[src/rtl/ula_sequenciador.sv]
// ---------------------------------------------------------------------------
// ula_sequenciador
//
// Operator-side initiator for the ALU. A debounced push button steps the
// operator through operand entry (A, then B together with operation and
// mode). The block then issues the request to the ALU over a valid/ready
// handshake, waits for the result pulse and holds result and flags for
// display until the next press. A watchdog aborts the transaction if the
// ALU does not answer in time.
//
// Parameters
//   LARGURA          operand width
//   DEBOUNCE_CICLOS  consecutive stable cycles needed to accept a button change
//   TIMEOUT          maximum cycles from entering EXECUTA until the result
//
// Ports
//   CLOCK_50      system clock
//   reset_n       asynchronous active-low reset
//   i_botao       raw push button, active-low, asynchronous to the clock
//   i_dado        operand value from the switches
//   i_operacao    operation code from the switches
//   i_modo        1 = logic operation, 0 = arithmetic operation
//   o_A, o_B      operands to the ALU
//   o_operacao    operation code to the ALU
//   o_modo        mode to the ALU
//   o_valido      request valid toward the ALU
//   i_pronto      ALU accepts the request
//   i_res_valido  ALU result valid (one-cycle pulse)
//   i_resultado   ALU result
//   i_overflow    ALU overflow flag
//   i_zero        ALU zero flag
//   o_resultado   captured result
//   o_overflow    captured overflow flag
//   o_zero        captured zero flag
//   o_erro        set when the ALU failed to answer within TIMEOUT cycles
//   o_estado      current state code, for the LEDs
// ---------------------------------------------------------------------------
module ula_sequenciador #(
  parameter int LARGURA         = 6,
  parameter int DEBOUNCE_CICLOS = 500000,
  parameter int TIMEOUT         = 255
) (
  input  logic               CLOCK_50,
  input  logic               reset_n,
  input  logic               i_botao,
  input  logic [LARGURA-1:0] i_dado,
  input  logic [2:0]         i_operacao,
  input  logic               i_modo,
  output logic [LARGURA-1:0] o_A,
  output logic [LARGURA-1:0] o_B,
  output logic [2:0]         o_operacao,
  output logic               o_modo,
  output logic               o_valido,
  input  logic               i_pronto,
  input  logic               i_res_valido,
  input  logic [6:0]         i_resultado,
  input  logic               i_overflow,
  input  logic               i_zero,
  output logic [6:0]         o_resultado,
  output logic               o_overflow,
  output logic               o_zero,
  output logic               o_erro,
  output logic [2:0]         o_estado
);

  localparam int DEB_W = $clog2(DEBOUNCE_CICLOS + 1);
  localparam int TMO_W = $clog2(TIMEOUT + 1);

  // Last count value before the threshold: the change is accepted on the
  // DEBOUNCE_CICLOS-th consecutive differing cycle.
  localparam logic [DEB_W-1:0] DEB_ULTIMO = DEB_W'(DEBOUNCE_CICLOS - 1);
  localparam logic [TMO_W-1:0] TMO_ULTIMO = TMO_W'(TIMEOUT - 1);

  localparam logic [2:0] CARREGA_A = 3'd0;
  localparam logic [2:0] CARREGA_B = 3'd1;
  localparam logic [2:0] EXECUTA   = 3'd2;
  localparam logic [2:0] AGUARDA   = 3'd3;
  localparam logic [2:0] EXIBE     = 3'd4;

  logic             sync_p0;
  logic             sync_p1;
  logic             deb_nivel;
  logic [DEB_W-1:0] deb_cnt;
  logic             deb_aceita;
  logic             pressao;

  logic [2:0]       estado;
  logic [TMO_W-1:0] tmo_cnt;
  logic             estourou;

  // ---- stage p0/p1: two-flop synchronizer, then debounce counter ----------
  always_ff @(posedge CLOCK_50 or negedge reset_n) begin
    if (!reset_n) begin
      sync_p0   <= 1'b1;
      sync_p1   <= 1'b1;
      deb_nivel <= 1'b1;
      deb_cnt   <= '0;
    end else begin
      sync_p0 <= i_botao;
      sync_p1 <= sync_p0;
      if (sync_p1 != deb_nivel) begin
        if (deb_cnt == DEB_ULTIMO) begin
          deb_nivel <= sync_p1;
          deb_cnt   <= '0;
        end else begin
          deb_cnt <= deb_cnt + DEB_W'(1);
        end
      end else begin
        // Any bounce back to the accepted level restarts the qualification.
        deb_cnt <= '0;
      end
    end
  end

  // The press pulse is the cycle on which a falling level is accepted, so the
  // FSM acts on the same edge the debounced level drops; releases are silent.
  assign deb_aceita = (sync_p1 != deb_nivel) && (deb_cnt == DEB_ULTIMO);
  assign pressao    = deb_aceita && !sync_p1;

  // Watchdog hits on the TIMEOUT-th cycle spent in EXECUTA/AGUARDA.
  assign estourou = (tmo_cnt == TMO_ULTIMO);

  // ---- sequencer: operand capture, handshake, result capture --------------
  always_ff @(posedge CLOCK_50 or negedge reset_n) begin
    if (!reset_n) begin
      estado      <= CARREGA_A;
      tmo_cnt     <= '0;
      o_A         <= '0;
      o_B         <= '0;
      o_operacao  <= '0;
      o_modo      <= 1'b0;
      o_valido    <= 1'b0;
      o_resultado <= '0;
      o_overflow  <= 1'b0;
      o_zero      <= 1'b0;
      o_erro      <= 1'b0;
    end else begin
      case (estado)
        CARREGA_A: begin
          if (pressao) begin
            o_A    <= i_dado;
            estado <= CARREGA_B;
          end
        end

        CARREGA_B: begin
          if (pressao) begin
            o_B        <= i_dado;
            o_operacao <= i_operacao;
            o_modo     <= i_modo;
            // Valid is raised together with the state change so it is
            // already high on the first EXECUTA cycle.
            o_valido   <= 1'b1;
            tmo_cnt    <= '0;
            estado     <= EXECUTA;
          end
        end

        EXECUTA: begin
          tmo_cnt <= tmo_cnt + TMO_W'(1);
          if (estourou) begin
            o_erro      <= 1'b1;
            o_valido    <= 1'b0;
            o_resultado <= '0;
            o_overflow  <= 1'b0;
            o_zero      <= 1'b0;
            estado      <= EXIBE;
          end else if (o_valido && i_pronto) begin
            o_valido <= 1'b0;
            estado   <= AGUARDA;
          end
        end

        AGUARDA: begin
          tmo_cnt <= tmo_cnt + TMO_W'(1);
          // A result arriving on the watchdog cycle still counts.
          if (i_res_valido) begin
            o_resultado <= i_resultado;
            o_overflow  <= i_overflow;
            o_zero      <= i_zero;
            estado      <= EXIBE;
          end else if (estourou) begin
            o_erro      <= 1'b1;
            o_valido    <= 1'b0;
            o_resultado <= '0;
            o_overflow  <= 1'b0;
            o_zero      <= 1'b0;
            estado      <= EXIBE;
          end
        end

        EXIBE: begin
          if (pressao) begin
            o_erro <= 1'b0;
            estado <= CARREGA_A;
          end
        end

        default: estado <= CARREGA_A;
      endcase
    end
  end

  assign o_estado = estado;

endmodule
[config.mk]
export PLATFORM = sky130hd
export DESIGN_NAME = ula_sequenciador
export DESIGN_NICKNAME = d
export VERILOG_FILES = /design/src/rtl/ula_sequenciador.sv
export SDC_FILE = /design/constraint.sdc
export NUM_CORES = 1
export LEC_CHECK = 0
export CORE_UTILIZATION = 51
export CTS_CLUSTER_SIZE = 25
export DETAILED_ROUTE_END_ITERATION = 7
export PLACE_DENSITY = 0.91
export SLEW_MARGIN = 25
export SYNTH_ARGS = -nofsm -noshare
export SYNTH_HDL_FRONTEND = slang
export SYNTH_SLANG_ARGS = --single-unit
[constraint.sdc]
create_clock -name CLOCK_50 -period 2.35 [get_ports CLOCK_50]
set_clock_uncertainty 0.2 [all_clocks]
set_input_delay 0.47 -clock CLOCK_50 [delete_from_list [all_inputs] [get_ports CLOCK_50]]
set_output_delay 0.47 -clock CLOCK_50 [all_outputs]
set_load 0.03 [all_outputs]
==> summary.txt <==
Synth
  – Register area share after synthesis: 56.1%
  – Simple logic cell fraction of the synthesized area: 24.4%
  – Synth Area in Compound Gates: 5.46%
  – Xor/xnor share of the synthesized area: 7.84%
  – Cell Area, Synth: 2680 µm²
  – Synth top area share: 53.2%
  – Synth area leader: dfrtp_1
  – Largest family of logic cells by synthesized area: simple AND/OR/NAND/NOR gates
  – Syn. warnings: 0
  – Adder-cell share of the synthesized area: 1.40%
  – Number of enable flip-flop cells after synthesis: 0
  – Net Count, Synth: 280
  – Synth cell types: 36
  – Top FF cell, synth: dfrtp_1
  – Yosys reg bits: 60
  – Synth top area cells: dfrtp_1 53%, nand2_1 6.0%, xor2_1 5.9%
  – Async set-or-reset flop fraction in the synthesized netlist: 100%
  – Syn Area/Cell: 10.6 µm²
  – Syn Inst Count: 253
  – Multiplexer area fraction after synthesis: 3.31%

STA
  – Slew Limit Fails: 0
  – Final setup margin: 0.0579 ns
  – Crit path time final: 2.29 ns
  – Hold_ws: 0.154 ns
  – Slew headroom: 60.8%
  – Setup violators final: 0
  – Worst-Margin Slew: 0.588 ns
  – Final Cycle Share: 97.5%
  – Fin. Hold Viols: 0
  – Fmax achieved: 0.436 GHz

GRT
  – Gr usage total: 22.7%
  – Vias in the first global route: 1995
  – Pin count of the biggest net entering global routing: 29
  – Initial antenna violation count: 0
  – First-pass GRT wire length: 9.09 mm
  – Grt ovf: 0

Flow run
  – Max_cap viols: 0

Critical path
  – Crit start category: flop
  – Critical path data arrival time: 2.30 ns
  – Worst reg2reg startpoint: deb_cnt[1]
  – Setup crit end kind: flop
  – R2r setup slk: 0.06 ns
  – Critical path fanouts, max: 6
  – Reg2reg path depth: 7
  – Crit path kind: flop to flop
  – Worst R2R End: o_A[3]
  – CP Data Required Time: 2.36 ns

Power
  – Leakage: 1.65 nW
  – Cell Pwr Density: 538 nW/µm²
  – Worst IR Drop VDD: 0.000382 V

Hold path
  – WHS Path Cells: 0
  – Hold Crit Class: flop to flop
  – Hold endpoint: sync_p1
  – HP Start: sync_p0

Route
  – Routed vias: 2142
  – Overall routed net length: 5.83 mm
  – Drt pass-1 iters: 4
  – Drt drc: 0
  – Antenna-violating nets left: 0
  – DR iter-0 viols: 124
  – Vias/cell: 5.36
  – Wire per inst: 14.6 µm

Floorplanning
  – Die ar.: 5550 µm²
  – Initial Util: 52.8%
  – Die Wd: 74.5 µm
  – FP Rows: 26
  – Core area: 5070 µm²
  – Die Y: 74.5 µm
  – Ports: 54

Cells and area
  – Fillcell total: 359
  – Antenna diodes: 0
  – Final Instance Count excl. Fillers: 400
  – Layout cell share with drive strength beyond 1: 14.5%
  – Area grow syn2layout: 33.2%
  – Net count, final: 352

Clock network
  – CTS tree: done
  – Htree depth: 3
  – CTS root buf: clkbuf_8
  – Clock transition at path regs: 0.06 ns
  – CTS Buf Count: 9
  – Bufs on Longest Clock Path: 2
  – CTS Sinks: 60
  – Worst-Skew Late Latency: 0.33 ns

Placement
  – Detailed Place HPWL: 4.08 mm
  – Pre-CTS setup slack: -0.00912 ns
  – Placed Cells: 378
  – I/O Buffers: 53
  – Gpl congestion: 0.832

Outcome
  – Status: complete, no violations
worst max-delay path, cell delays in order (launching register included):
cell     delay, ns
dfrtp_1       0.41
ha_4          0.17
nand4_1       0.20
nor3_4        0.30
nand2_4       0.11
nor4_4        0.27
buf_6         0.16
mux2_2        0.35
cell usage in the layout (no fill, tap or decap), types with 2 or more instances in the layout:
master,netlist,final
nand2b_1,3,3
nand2_1,43,43
o21ai_0,4,4
ha_1,3,2
nand3_1,17,17
or2_2,2,2
clkbuf_8,0,10
nor3_1,2,2
clkinv_2,0,3
buf_4,1,13
clkbuf_1,4,3
dfstp_2,3,3
xnor2_1,6,6
mux2_2,7,7
nor4b_2,0,2
clkdlybuf4s50_1,0,51
xor2_1,18,18
nand4_1,9,9
a21oi_1,3,3
inv_1,2,2
and3_1,4,4
and4_1,2,2
nand3b_1,2,2
nor2_1,35,35
a22o_1,9,9
dfrtp_1,57,57
worst max-delay path by stage:
| stage | start | end | cells after the start |
|---|---|---|---|
| 2_1_floorplan | deb_cnt[12] | o_A[0] | 5 |
| 3_3_place_gp | deb_cnt[12] | o_A[2] | 5 |
| 3_5_place_dp | deb_cnt[12] | o_A[5] | 5 |
| 4_1_cts | o_estado[2] | o_estado[2] | 1 |
| 5_1_grt | deb_cnt[1] | o_A[3] | 7 |
| 6_report | deb_cnt[1] | o_A[3] | 7 |
sequential cells by signal (all words and copies together), names as in the netlist, 3 cells and up:
signal	count
o_B	6
o_estado	3
deb_cnt	19
o_resultado	7
tmo_cnt	8
o_A	6
o_operacao	3
stage by stage:
step	instance area (µm²)	TNS, ns	power (mW)	util (%)
2_1_floorplan	2680	0	1.07	-
3_3_place_gp	3330	0	1.14	65.6
3_5_place_dp	3330	-0.0290	1.14	65.6
4_1_cts	3520	0	1.94	69.4
5_1_grt	3570	-0.0143	2.01	70.4
6_report	3570	0	1.92	70.4
layout make-up:
class                      instances  area, µm²  area share [%]
clock inverter                     3       15.0           0.420
tap                               70       87.6            2.45
sequential                        60       1510            42.1
timing repair buffer              68        647            18.1
inverter                           2       7.51           0.210
clock buffer                      13        149            4.17
multi-input combinational        184       1160            32.5
where the power goes:
part	switching [mW]	total [mW]	internal [mW]	leakage [nW]
clock network	0.383	0.790	0.407	0.0872
registers	0.00697	1.05	1.04	0.773
logic	0.0374	0.0848	0.0475	0.788
total	0.428	1.92	1.49	1.65
metal layers:
metal / global-route usage, % / share of wire [%] / up-vias / wire length [µm]
li1: - / - / 1012 / -
met1: 27.5 / 43 / 1048 / 2490
met2: 36.8 / 50 / 66 / 2930
met3: 7.45 / 4.7 / 16 / 273
met4: 10.9 / 2.4 / 0 / 140
met5: 0 / 0 / - / 0
cells in the mapped netlist (2+ instances only):
master	n
o21ai_0	4
dfstp_2	3
nand4_1	9
or2_2	2
ha_1	3
and4_1	2
nand3b_1	2
a21oi_1	3
nor3_1	2
nor4b_1	3
nand2b_1	3
nand3_1	17
nor2_1	35
xor2_1	18
nand2_1	43
mux2_2	7
clkbuf_1	4
buf_2	2
and3_1	4
a22o_1	9
inv_1	2
xnor2_1	6
dfrtp_1	57
timing repair:
action	4_1_cts	5_1_grt
pin swaps	1	3
hold buffers	1	0
gates resized for setup	2	4
cloned	0	0
hold endpoints to repair	26	0
endpoints found under the setup margin	6	7
buffers inserted	1	4
logic make-up (layout without fill, tap and decap cells):
logic type | Yosys count | after routing
multiplexers | 8 | 8
adder cells (fa/ha/maj) | 3 | 3
flip-flops | 60 | 60
XOR/XNOR | 24 | 24
AND/OR/NAND/NOR | 129 | 129
AO/OA/AOI/OAI | 20 | 20
buffers and inverters | 9 | 86
Note: power is estimated with default switching activity, not from simulation.
